File: config.mk
export PLATFORM = sky130hd
export DESIGN_NAME = reg_wb_arbiter
export DESIGN_NICKNAME = d
export VERILOG_FILES = /design/src/rtl/reg_wb_arbiter.sv
export SDC_FILE = /design/constraint.sdc
export NUM_CORES = 1
export LEC_CHECK = 0
export ABC_AREA = 1
export BUFFER_PORTS_ARGS = -buffer_cell sky130_fd_sc_hd__buf_2
export CAP_MARGIN = 25
export CELL_PAD_IN_SITES_DETAIL_PLACEMENT = 0
export CELL_PAD_IN_SITES_GLOBAL_PLACEMENT = 2
export CORE_MARGIN = 3
export CORE_UTILIZATION = 31
export DETAILED_ROUTE_END_ITERATION = 8
export PLACE_DENSITY = 0.8
export RECOVER_POWER = 25
export SLEW_MARGIN = 10
export SYNTH_ARGS = -nofsm -noshare
export SYNTH_HDL_FRONTEND = slang
export SYNTH_SLANG_ARGS = --single-unit
File: constraint.sdc
create_clock -name clk -period 2.7 [get_ports clk]
set_input_delay 0.27 -clock clk [delete_from_list [all_inputs] [get_ports clk]]
set_output_delay 0.27 -clock clk [all_outputs]
set_load 0.02 [all_outputs]
File: src/rtl/reg_wb_arbiter.sv
// Register-file write-back arbiter. It merges the pipeline WB stage with a
// small result buffer fed by the long-latency (mul/div) unit. The pipeline
// wins by default. After STARVE_LIMIT consecutive pipeline wins against a
// non-empty buffer, the pipeline is stalled for one cycle so that the buffer
// head can drain. The write port is registered, so a grant appears on
// RegWrite one cycle later.
module reg_wb_arbiter #(
    parameter int FIFO_DEPTH   = 2,
    parameter int STARVE_LIMIT = 4
) (
    input  logic        clk,
    input  logic        rst,
    input  logic        pipe_we,
    input  logic [4:0]  pipe_rd,
    input  logic [31:0] pipe_data,
    input  logic        lu_valid,
    input  logic [4:0]  lu_rd,
    input  logic [31:0] lu_data,
    output logic        lu_ready,
    output logic        RegWrite,
    output logic [4:0]  Write_Reg,
    output logic [31:0] WB_result,
    output logic        stall_pipe,
    output logic [31:0] pending_mask,
    output logic        err
);

    localparam int PTR_W = (FIFO_DEPTH > 1) ? $clog2(FIFO_DEPTH) : 1;
    localparam int CNT_W = $clog2(FIFO_DEPTH + 1);
    localparam int STV_W = $clog2(STARVE_LIMIT + 1);

    localparam logic [PTR_W-1:0] PTR_LAST = PTR_W'(FIFO_DEPTH - 1);
    localparam logic [CNT_W-1:0] CNT_FULL = CNT_W'(FIFO_DEPTH);
    localparam logic [STV_W-1:0] STV_MAX  = STV_W'(STARVE_LIMIT);

    // buffer storage and bookkeeping
    logic [4:0]            rd_mem_q   [FIFO_DEPTH];
    logic [4:0]            rd_mem_d   [FIFO_DEPTH];
    logic [31:0]           data_mem_q [FIFO_DEPTH];
    logic [31:0]           data_mem_d [FIFO_DEPTH];
    logic [FIFO_DEPTH-1:0] slot_vld_q, slot_vld_d;
    logic [PTR_W-1:0]      wr_ptr_q, wr_ptr_d;
    logic [PTR_W-1:0]      rd_ptr_q, rd_ptr_d;
    logic [CNT_W-1:0]      count_q, count_d;

    // arbitration and output state
    logic [STV_W-1:0]      starve_q, starve_d;
    logic                  regwrite_q, regwrite_d;
    logic [4:0]            write_reg_q, write_reg_d;
    logic [31:0]           wb_result_q, wb_result_d;
    logic                  err_q, err_d;
    logic                  ready_q, ready_d;

    logic                  fifo_empty;
    logic                  fifo_full;
    logic                  pipe_req;
    logic                  grant_pipe;
    logic                  grant_fifo;
    logic                  lu_push;
    logic [31:0]           pending_mask_c;

    function automatic logic [PTR_W-1:0] ptr_next(input logic [PTR_W-1:0] p);
        return (p == PTR_LAST) ? '0 : p + PTR_W'(1);
    endfunction

    // Writes to x0 are meaningless, so they never compete for the port.
    assign pipe_req   = pipe_we & (pipe_rd != 5'd0);
    assign fifo_empty = (count_q == '0);
    assign fifo_full  = (count_q == CNT_FULL);

    // The stall depends only on registered state, so the pipeline can act on it
    // within the same cycle without a combinational loop through pipe_we.
    assign stall_pipe = (starve_q == STV_MAX) & ~fifo_empty;
    assign grant_pipe = pipe_req & ~stall_pipe;
    assign grant_fifo = ~grant_pipe & ~fifo_empty;

    // Ready is based on the current occupancy only. A pop in the same cycle does
    // not give credit, which keeps lu_ready off the arbitration path.
    // ready_q holds it low during reset and for the rest of that cycle.
    assign lu_ready   = ready_q & ~fifo_full;
    assign lu_push    = lu_valid & lu_ready & (lu_rd != 5'd0);

    // buffer next state: enqueue at the tail, pop the head when it is granted
    always_comb begin
        rd_mem_d   = rd_mem_q;
        data_mem_d = data_mem_q;
        slot_vld_d = slot_vld_q;
        wr_ptr_d   = wr_ptr_q;
        rd_ptr_d   = rd_ptr_q;
        count_d    = count_q;
        if (lu_push) begin
            rd_mem_d[wr_ptr_q]   = lu_rd;
            data_mem_d[wr_ptr_q] = lu_data;
            slot_vld_d[wr_ptr_q] = 1'b1;
            wr_ptr_d             = ptr_next(wr_ptr_q);
        end
        if (grant_fifo) begin
            slot_vld_d[rd_ptr_q] = 1'b0;
            rd_ptr_d             = ptr_next(rd_ptr_q);
        end
        case ({lu_push, grant_fifo})
            2'b10:   count_d = count_q + CNT_W'(1);
            2'b01:   count_d = count_q - CNT_W'(1);
            default: count_d = count_q;
        endcase
    end

    // starvation counter: counts pipeline wins over a waiting buffer, saturating
    always_comb begin
        starve_d = starve_q;
        if (grant_fifo || fifo_empty) begin
            starve_d = '0;
        end else if (grant_pipe && (starve_q != STV_MAX)) begin
            starve_d = starve_q + STV_W'(1);
        end
    end

    // write-port register next state; the address and data hold when nothing is granted
    always_comb begin
        regwrite_d  = grant_pipe | grant_fifo;
        write_reg_d = write_reg_q;
        wb_result_d = wb_result_q;
        if (grant_pipe) begin
            write_reg_d = pipe_rd;
            wb_result_d = pipe_data;
        end else if (grant_fifo) begin
            write_reg_d = rd_mem_q[rd_ptr_q];
            wb_result_d = data_mem_q[rd_ptr_q];
        end
        err_d   = err_q | (stall_pipe & pipe_req);
        ready_d = 1'b1;
    end

    // registers targeted by buffered results, for the pipeline's hazard check
    always_comb begin
        pending_mask_c = '0;
        for (int s = 0; s < FIFO_DEPTH; s++) begin
            if (slot_vld_q[s]) begin
                pending_mask_c[rd_mem_q[s]] = 1'b1;
            end
        end
    end

    // all state: reset discards buffered entries and any write not yet presented
    always_ff @(posedge clk or negedge rst) begin
        if (!rst) begin
            for (int s = 0; s < FIFO_DEPTH; s++) begin
                rd_mem_q[s]   <= '0;
                data_mem_q[s] <= '0;
            end
            slot_vld_q  <= '0;
            wr_ptr_q    <= '0;
            rd_ptr_q    <= '0;
            count_q     <= '0;
            starve_q    <= '0;
            regwrite_q  <= 1'b0;
            write_reg_q <= '0;
            wb_result_q <= '0;
            err_q       <= 1'b0;
            ready_q     <= 1'b0;
        end else begin
            rd_mem_q    <= rd_mem_d;
            data_mem_q  <= data_mem_d;
            slot_vld_q  <= slot_vld_d;
            wr_ptr_q    <= wr_ptr_d;
            rd_ptr_q    <= rd_ptr_d;
            count_q     <= count_d;
            starve_q    <= starve_d;
            regwrite_q  <= regwrite_d;
            write_reg_q <= write_reg_d;
            wb_result_q <= wb_result_d;
            err_q       <= err_d;
            ready_q     <= ready_d;
        end
    end

    assign RegWrite     = regwrite_q;
    assign Write_Reg    = write_reg_q;
    assign WB_result    = wb_result_q;
    assign err          = err_q;
    assign pending_mask = pending_mask_c;

endmodule

* Yosys cells after proc, flatten, opt, wreduce, memory -nomap -nowiden *
Cells that the tools add are included.
W data, S select, Z words.

storage, ports and cells
  register bits after elaboration = 123
  output and inout bits = 73

operators by class
  add/sub/neg operators = 5
  order comparisons = 11
  equality and inequality tests = 5
  muxes and demuxes = 33
  bitwise gates (word level) = 20
  reduce and logical (&&, ||, !) cells = 13

operators with widths
  cell                   count
  $mux W32               8
  $bwmux W64             1
  $demux W32 S1          1
  $or A32 B32 Y32        1
  $mux W5                6
  $lt A5 B6 Y1 const B   2
  $bwmux W10             1
  $demux W1 S5           2
  $ge A5 B1 Y1 const B   2
  $reduce_bool A5 Y1     2
  $and A1 B1 Y1          8
  $logic_and A1 B1 Y1    6
  $mux W1                6
  $mux W3                2
  $reduce_bool A2 Y1     3
  $demux W5 S1           1
  $eq A2 B2 Y1 const B   2
  $ge A2 B2 Y1 const B   2
  $lt A1 B2 Y1 const B   2
  $mux W2                2
  $not A1 Y1             4
  $not A1 Y2             2
  $pmux W2 S2            1
  $add A3 B1 Y3 const B  1
  other kinds (15)       19

* Logic depth before layout (Yosys ltp) *
  depth in word-level cells = 9
  mapped depth = 13

* Worst setup path after synthesis *
Ideal clock, no wire load.

  path type = reg-to-reg
  from = reg starve_q[0]
  to = reg count_q[1]
  setup time = 131 ps
  arrival time = 1,801 ps
  path slack = 768 ps
  cell stages (with the launch flop) = 14
  buffers on the path = 1
  period minus slack after synthesis = 1,932 ps
  cells stage by stage = dfrtp_1 inv_1 ha_1 nand2_1 inv_1 nand2_1 nand3_1 buf_4 nand2_1 inv_1 ha_1 a21oi_1 o21ai_0 xor2_1

between the ends
  cells in the longest elaborated chain, start to end = 8

ends and longest elaborated chain
  item                                                      RTL line  source
  start, declared                                           47        logic [STV_W-1:0] starve_q, starve_d;
  start signal, assigned                                    168       starve_q <= starve_d;
  $eq A3 B3 Y1 (*)                                          73        assign stall_pipe = (starve_q == STV_MAX) & ~fifo_empty;
  $and A1 B1 Y1 (*)                                         73
  $not A1 Y1 (*)                                            74        assign grant_pipe = pipe_req & ~stall_pipe;
  $and A1 B1 Y1 (*)                                         74
  $not A1 Y1 (*)                                            75        assign grant_fifo = ~grant_pipe & ~fifo_empty;
  $and A1 B1 Y1 (*)                                         75
  named net grant_fifo                                      58        logic grant_fifo;
  $eq A2 B1 Y1 / $eq A2 B2 Y1 (equally long branches)       101       case ({lu_push, grant_fifo})
  $pmux W2 S2 / $reduce_bool A2 Y1 (equally long branches)  --
  end signal, assigned                                      167       count_q <= count_d;
  end, declared                                             44        logic [CNT_W-1:0] count_q, count_d;

The timed path passes the listed nets; every way through them passes the cells marked *.
A chain may end at the register's enable or synchronous reset.

* Worst setup path in the final report *
  from = reg starve_q[0]
  to = out stall_pipe

between the ends
  cells in the longest elaborated chain, start to end = 2

ends and longest elaborated chain
  item           RTL line  source
  $eq A3 B3 Y1   73
  $and A1 B1 Y1  73
  end, declared  23        output logic stall_pipe,

Every way passes these cells.

==> summary.md <==
The run gives 1910 ps as the data arrival at the endpoint of the critical path. The share of synthesized area occupied by flip-flops and latches came out at 0.494. TritonCTS built the clock tree. For the pin with the worst max-slew slack, the measured transition is 1090 ps.

The max-slew violation count was 0; the clock slew seen by the registers of the worst setup and hold paths was 60 ps. For the met3 demand-to-capacity share in global routing, the log shows 0.0414. Subtracting the final worst setup slack from the clock period gives 2180 ps.

The global-route wire length before repair was 31200 um; the final worst hold slack was 112 ps. The run gives 3.59 mW as the net switching component of the power. The number of clock buffers added by TritonCTS is 17. Ranked by total cell area, the synthesized netlist is headed by dfrtp_1, nand2_1, nand3_1, o21ai_2, o21ai_0. The count of buffers added on input and output ports is 150. In this run, synthesis produced a sequential element count of 123. The pin count of the biggest net entering global routing is 52. The run finished with clean final reports. The tools report the post-route non-filler standard cell count as 1187. STA puts the critical path data required time at 2430 ps.

The run gives 283 as the count of routing violations after the opening detailed-route iteration. At the end of routability-driven placement, the weighted congestion stood at 0.729. Measured in cells, the most critical reg-to-reg path has a length of 12. The proportion of layout cells with a drive suffix above 1 is 0.259. Once routing completed, OpenROAD measured the worst setup slack at 522 ps. For the aggregate global-route resource usage, the log shows 0.179.

The tools report the clock network fraction of design power as 0.264. Summed over all cells, the static leakage comes to 4.04 nW. The H-tree generated during clock tree synthesis spans 4 levels. For the number of inserted filler cells in the final layout, the log shows 2121. Once layout is done, the placed cells without fillers occupy 0.00783 mm^2. For the part of the power in combinational logic, the log shows 0.377. In this run, post-CTS repair resized a total of 0 instances. The total of warnings raised by yosys is 0. Wires add up to 19100 um. The routed via count is 5766, and the width of the chip is 148 um. The total negative slack for setup checks came out at 0 ps. For the portion of total power attributed to sequential cells, the log shows 0.359. After detailed routing, the average wire length per cell comes to 16.1 um.

The share of flip-flops with an asynchronous set or reset was 1.00. The logs give 0 for the final-report hold violation count and 5821 for the via count of the first global-routing pass. Counting distinct cell types in the post-synthesis netlist gives 26.

The met1 global-route usage was 0.252; the average via count per standard cell was 4.86. Reported max-cap violation count: 0. Number of nets produced by synthesis: 854. The pre-antenna-repair detailed-routing pass consisted of 4 iterations.

The tools report the nature of the critical path endpoint as an output pin. The die covers 0.0218 mm^2. met2 is the most crowded layer. The floorplan has 51 rows. The logs give 0 for the count of antenna diodes in the layout and 1154 for the cell count after placement.

The logs give 0 for the residual DRC count and 5.46 ps for the clock tree skew after final layout. The number of nets at the end of the flow was 990. The most frequent cell after synthesis is nand2_1. STA classifies the critical path startpoint as a register. The fraction of power spent switching nets came out at 0.406. The run gives 0 as the number of routed nets with antenna violations. For this run, the top clock speed supported by timing is 0.459 GHz. The design draws 8.84 mW. Setup repair after global routing left no endpoint under its margin.

In this run the mean area of a mapped cell was 8.05 um^2. In this run the vertical extent of the chip is 148 um. Sorting the synthesized cells by how often they occur yields nand2_1, nand3_1, dfrtp_1.

OpenSTA, run right after detailed placement, puts the worst setup slack at 875 ps. Internal power comes to 5.25 mW. The logs give 0.285 for the met2 global-route usage and 0 for the total congestion overflow after global routing. After technology mapping, the gate count stands at 773. The starting density of the core was 0.318. Commonest register cell after synthesis: dfrtp_1.

Counting instances, the worst hold path has a depth of 3. The area share of the leading cell type in the synthesized netlist was 0.494; the initial antenna violation count was 0. From synthesis to final layout, the design area changed by 25.7%.

The worst-case IR drop observed on VDD is 471 uV. The total clock sinks is 123. The top fanout value on the critical path is 39.

The HPWL after detailed placement was 13100 um; the area of the core region was 0.0196 mm^2. Counting flops with a built-in enable in the synthesized netlist gives 0. The worst setup path category is register to output pin. Cell area after synthesis: 0.00622 mm^2.

For the number of top-level design ports, the log shows 151. Summed over all instances, the cell type with the most area after synthesis is dfrtp_1. The utilization after layout was 0.400; the setup-violating endpoint count in the final report was 0. Power spread over the standard cell area amounts to 1130 mW/mm^2. In this run the cell area measured after placement is 0.00723 mm^2. The tightest min-delay check is of the input pin to register type.

Counting along the longest clock path gives a buffer depth of 2. The clock network latency to the later pin of the worst-skew pair was 410 ps. The run gives 0.272 as the relative slew slack. The tree is rooted in a clkbuf_16. The fraction of the cycle the final worst path needs is 0.807.
==> power by group through the flow <==
| stage | Combinational (mW) | Clock (mW) | Sequential [mW] |
|---|---|---|---|
| finish | 3.33 | 2.33 | 3.17 |
| global route | 3.78 | 2.48 | 3.28 |
| CTS | 3.39 | 2.38 | 3.18 |
| detailed placement | 3.38 | 0 | 3.20 |
| global placement | 3.34 | 0 | 3.20 |
| floorplan | 2.05 | 0 | 3.39 |
==> what timing repair did <==
| item | CTS | global route |
|---|---|---|
| buffers inserted | 0 | 0 |
| endpoints found under the setup margin | 0 | 0 |
| hold buffers | 1 | 0 |
| endpoints found under the hold margin | 40 | 0 |
==> layout by cell type, fill, tap and decap left out <==
| cell type | n |
|---|---|
| a21oi_1 | 1 |
| buf_12 | 4 |
| buf_2 | 148 |
| buf_4 | 13 |
| bufinv_16 | 3 |
| clkbuf_1 | 1 |
| clkbuf_16 | 17 |
| clkbuf_2 | 1 |
| clkbuf_4 | 1 |
| clkbuf_8 | 1 |
| clkinv_2 | 4 |
| clkinv_4 | 1 |
| clkinvlp_4 | 3 |
| conb_1 | 1 |
| dfrtp_1 | 122 |
| dfrtp_2 | 1 |
| dlygate4sd3_1 | 1 |
| ha_1 | 3 |
| inv_1 | 64 |
| inv_2 | 1 |
| inv_6 | 3 |
| nand2_1 | 221 |
| nand2_2 | 3 |
| nand3_1 | 127 |
| nand3_2 | 2 |
| nand3_4 | 2 |
| nand4_1 | 37 |
| nor2_1 | 7 |
| nor2_4 | 1 |
| nor3_1 | 12 |
| o21ai_0 | 49 |
| o21ai_1 | 33 |
| o21ai_2 | 30 |
| o21bai_1 | 1 |
| xnor2_1 | 2 |
| xor2_1 | 1 |
==> sequential cells by signal, summed over array words and instances, names as in the netlist <==
register and cells:
RegWrite 1, rd_mem_q 10, err 1, slot_vld_q 2, wr_ptr_q 1, Write_Reg 5
rd_ptr_q 1, starve_q 3, ready_q 1, data_mem_q 64, WB_result 32, count_q 2
==> path summary, 6_finish.rpt <==
path	from	end	slack [ps]
setup / recovery	starve_q[0]	stall_pipe	520
hold / removal	lu_data[10]	data_mem_q[10]	110
hold reg to reg	starve_q[0]	starve_q[0]	470
setup reg to reg	starve_q[0]	count_q[1]	860
max in group asynchronous	rst	rd_ptr_q	670
min in group asynchronous	rst	RegWrite	600
==> area by class of cell <==
| type | instances | area (um^2) | share of cell area |
|---|---|---|---|
| inverter | 65 | 244 | 0.0312 |
| clock buffer | 18 | 439 | 0.0561 |
| timing repair buffer | 169 | 945 | 0.121 |
| tap | 265 | 332 | 0.0424 |
| multi-input combinational | 533 | 2620 | 0.335 |
| sequential | 123 | 3080 | 0.393 |
| clock inverter | 14 | 168 | 0.0214 |
==> cell families after synthesis <==
family / Yosys count / share of synthesized area
simple gates: 412 / 0.296
flops: 123 / 0.494
buf+inv: 117 / 0.0888
compound gates: 114 / 0.110
xor+xnor: 3 / 0.00422
fa+ha+maj: 3 / 0.00603
other cells: 1 / 0.000602
==> critical path: stages (launching register included) <==
cell	delay [ps]
dfrtp_1	370
inv_1	50
ha_1	190
nand2_1	80
inv_1	50
nand2_2	70
buf_4	420
inv_1	70
buf_2	170
==> layer usage <==
| metal | vias to the layer above | share of wire |
|---|---|---|
| li1 | 2850 | - |
| met1 | 2753 | 0.48 |
| met2 | 148 | 0.46 |
| met3 | 15 | 0.053 |
| met4 | 0 | 0.0086 |
| met5 | - | 0 |
Power figures use the tool's default switching activity.
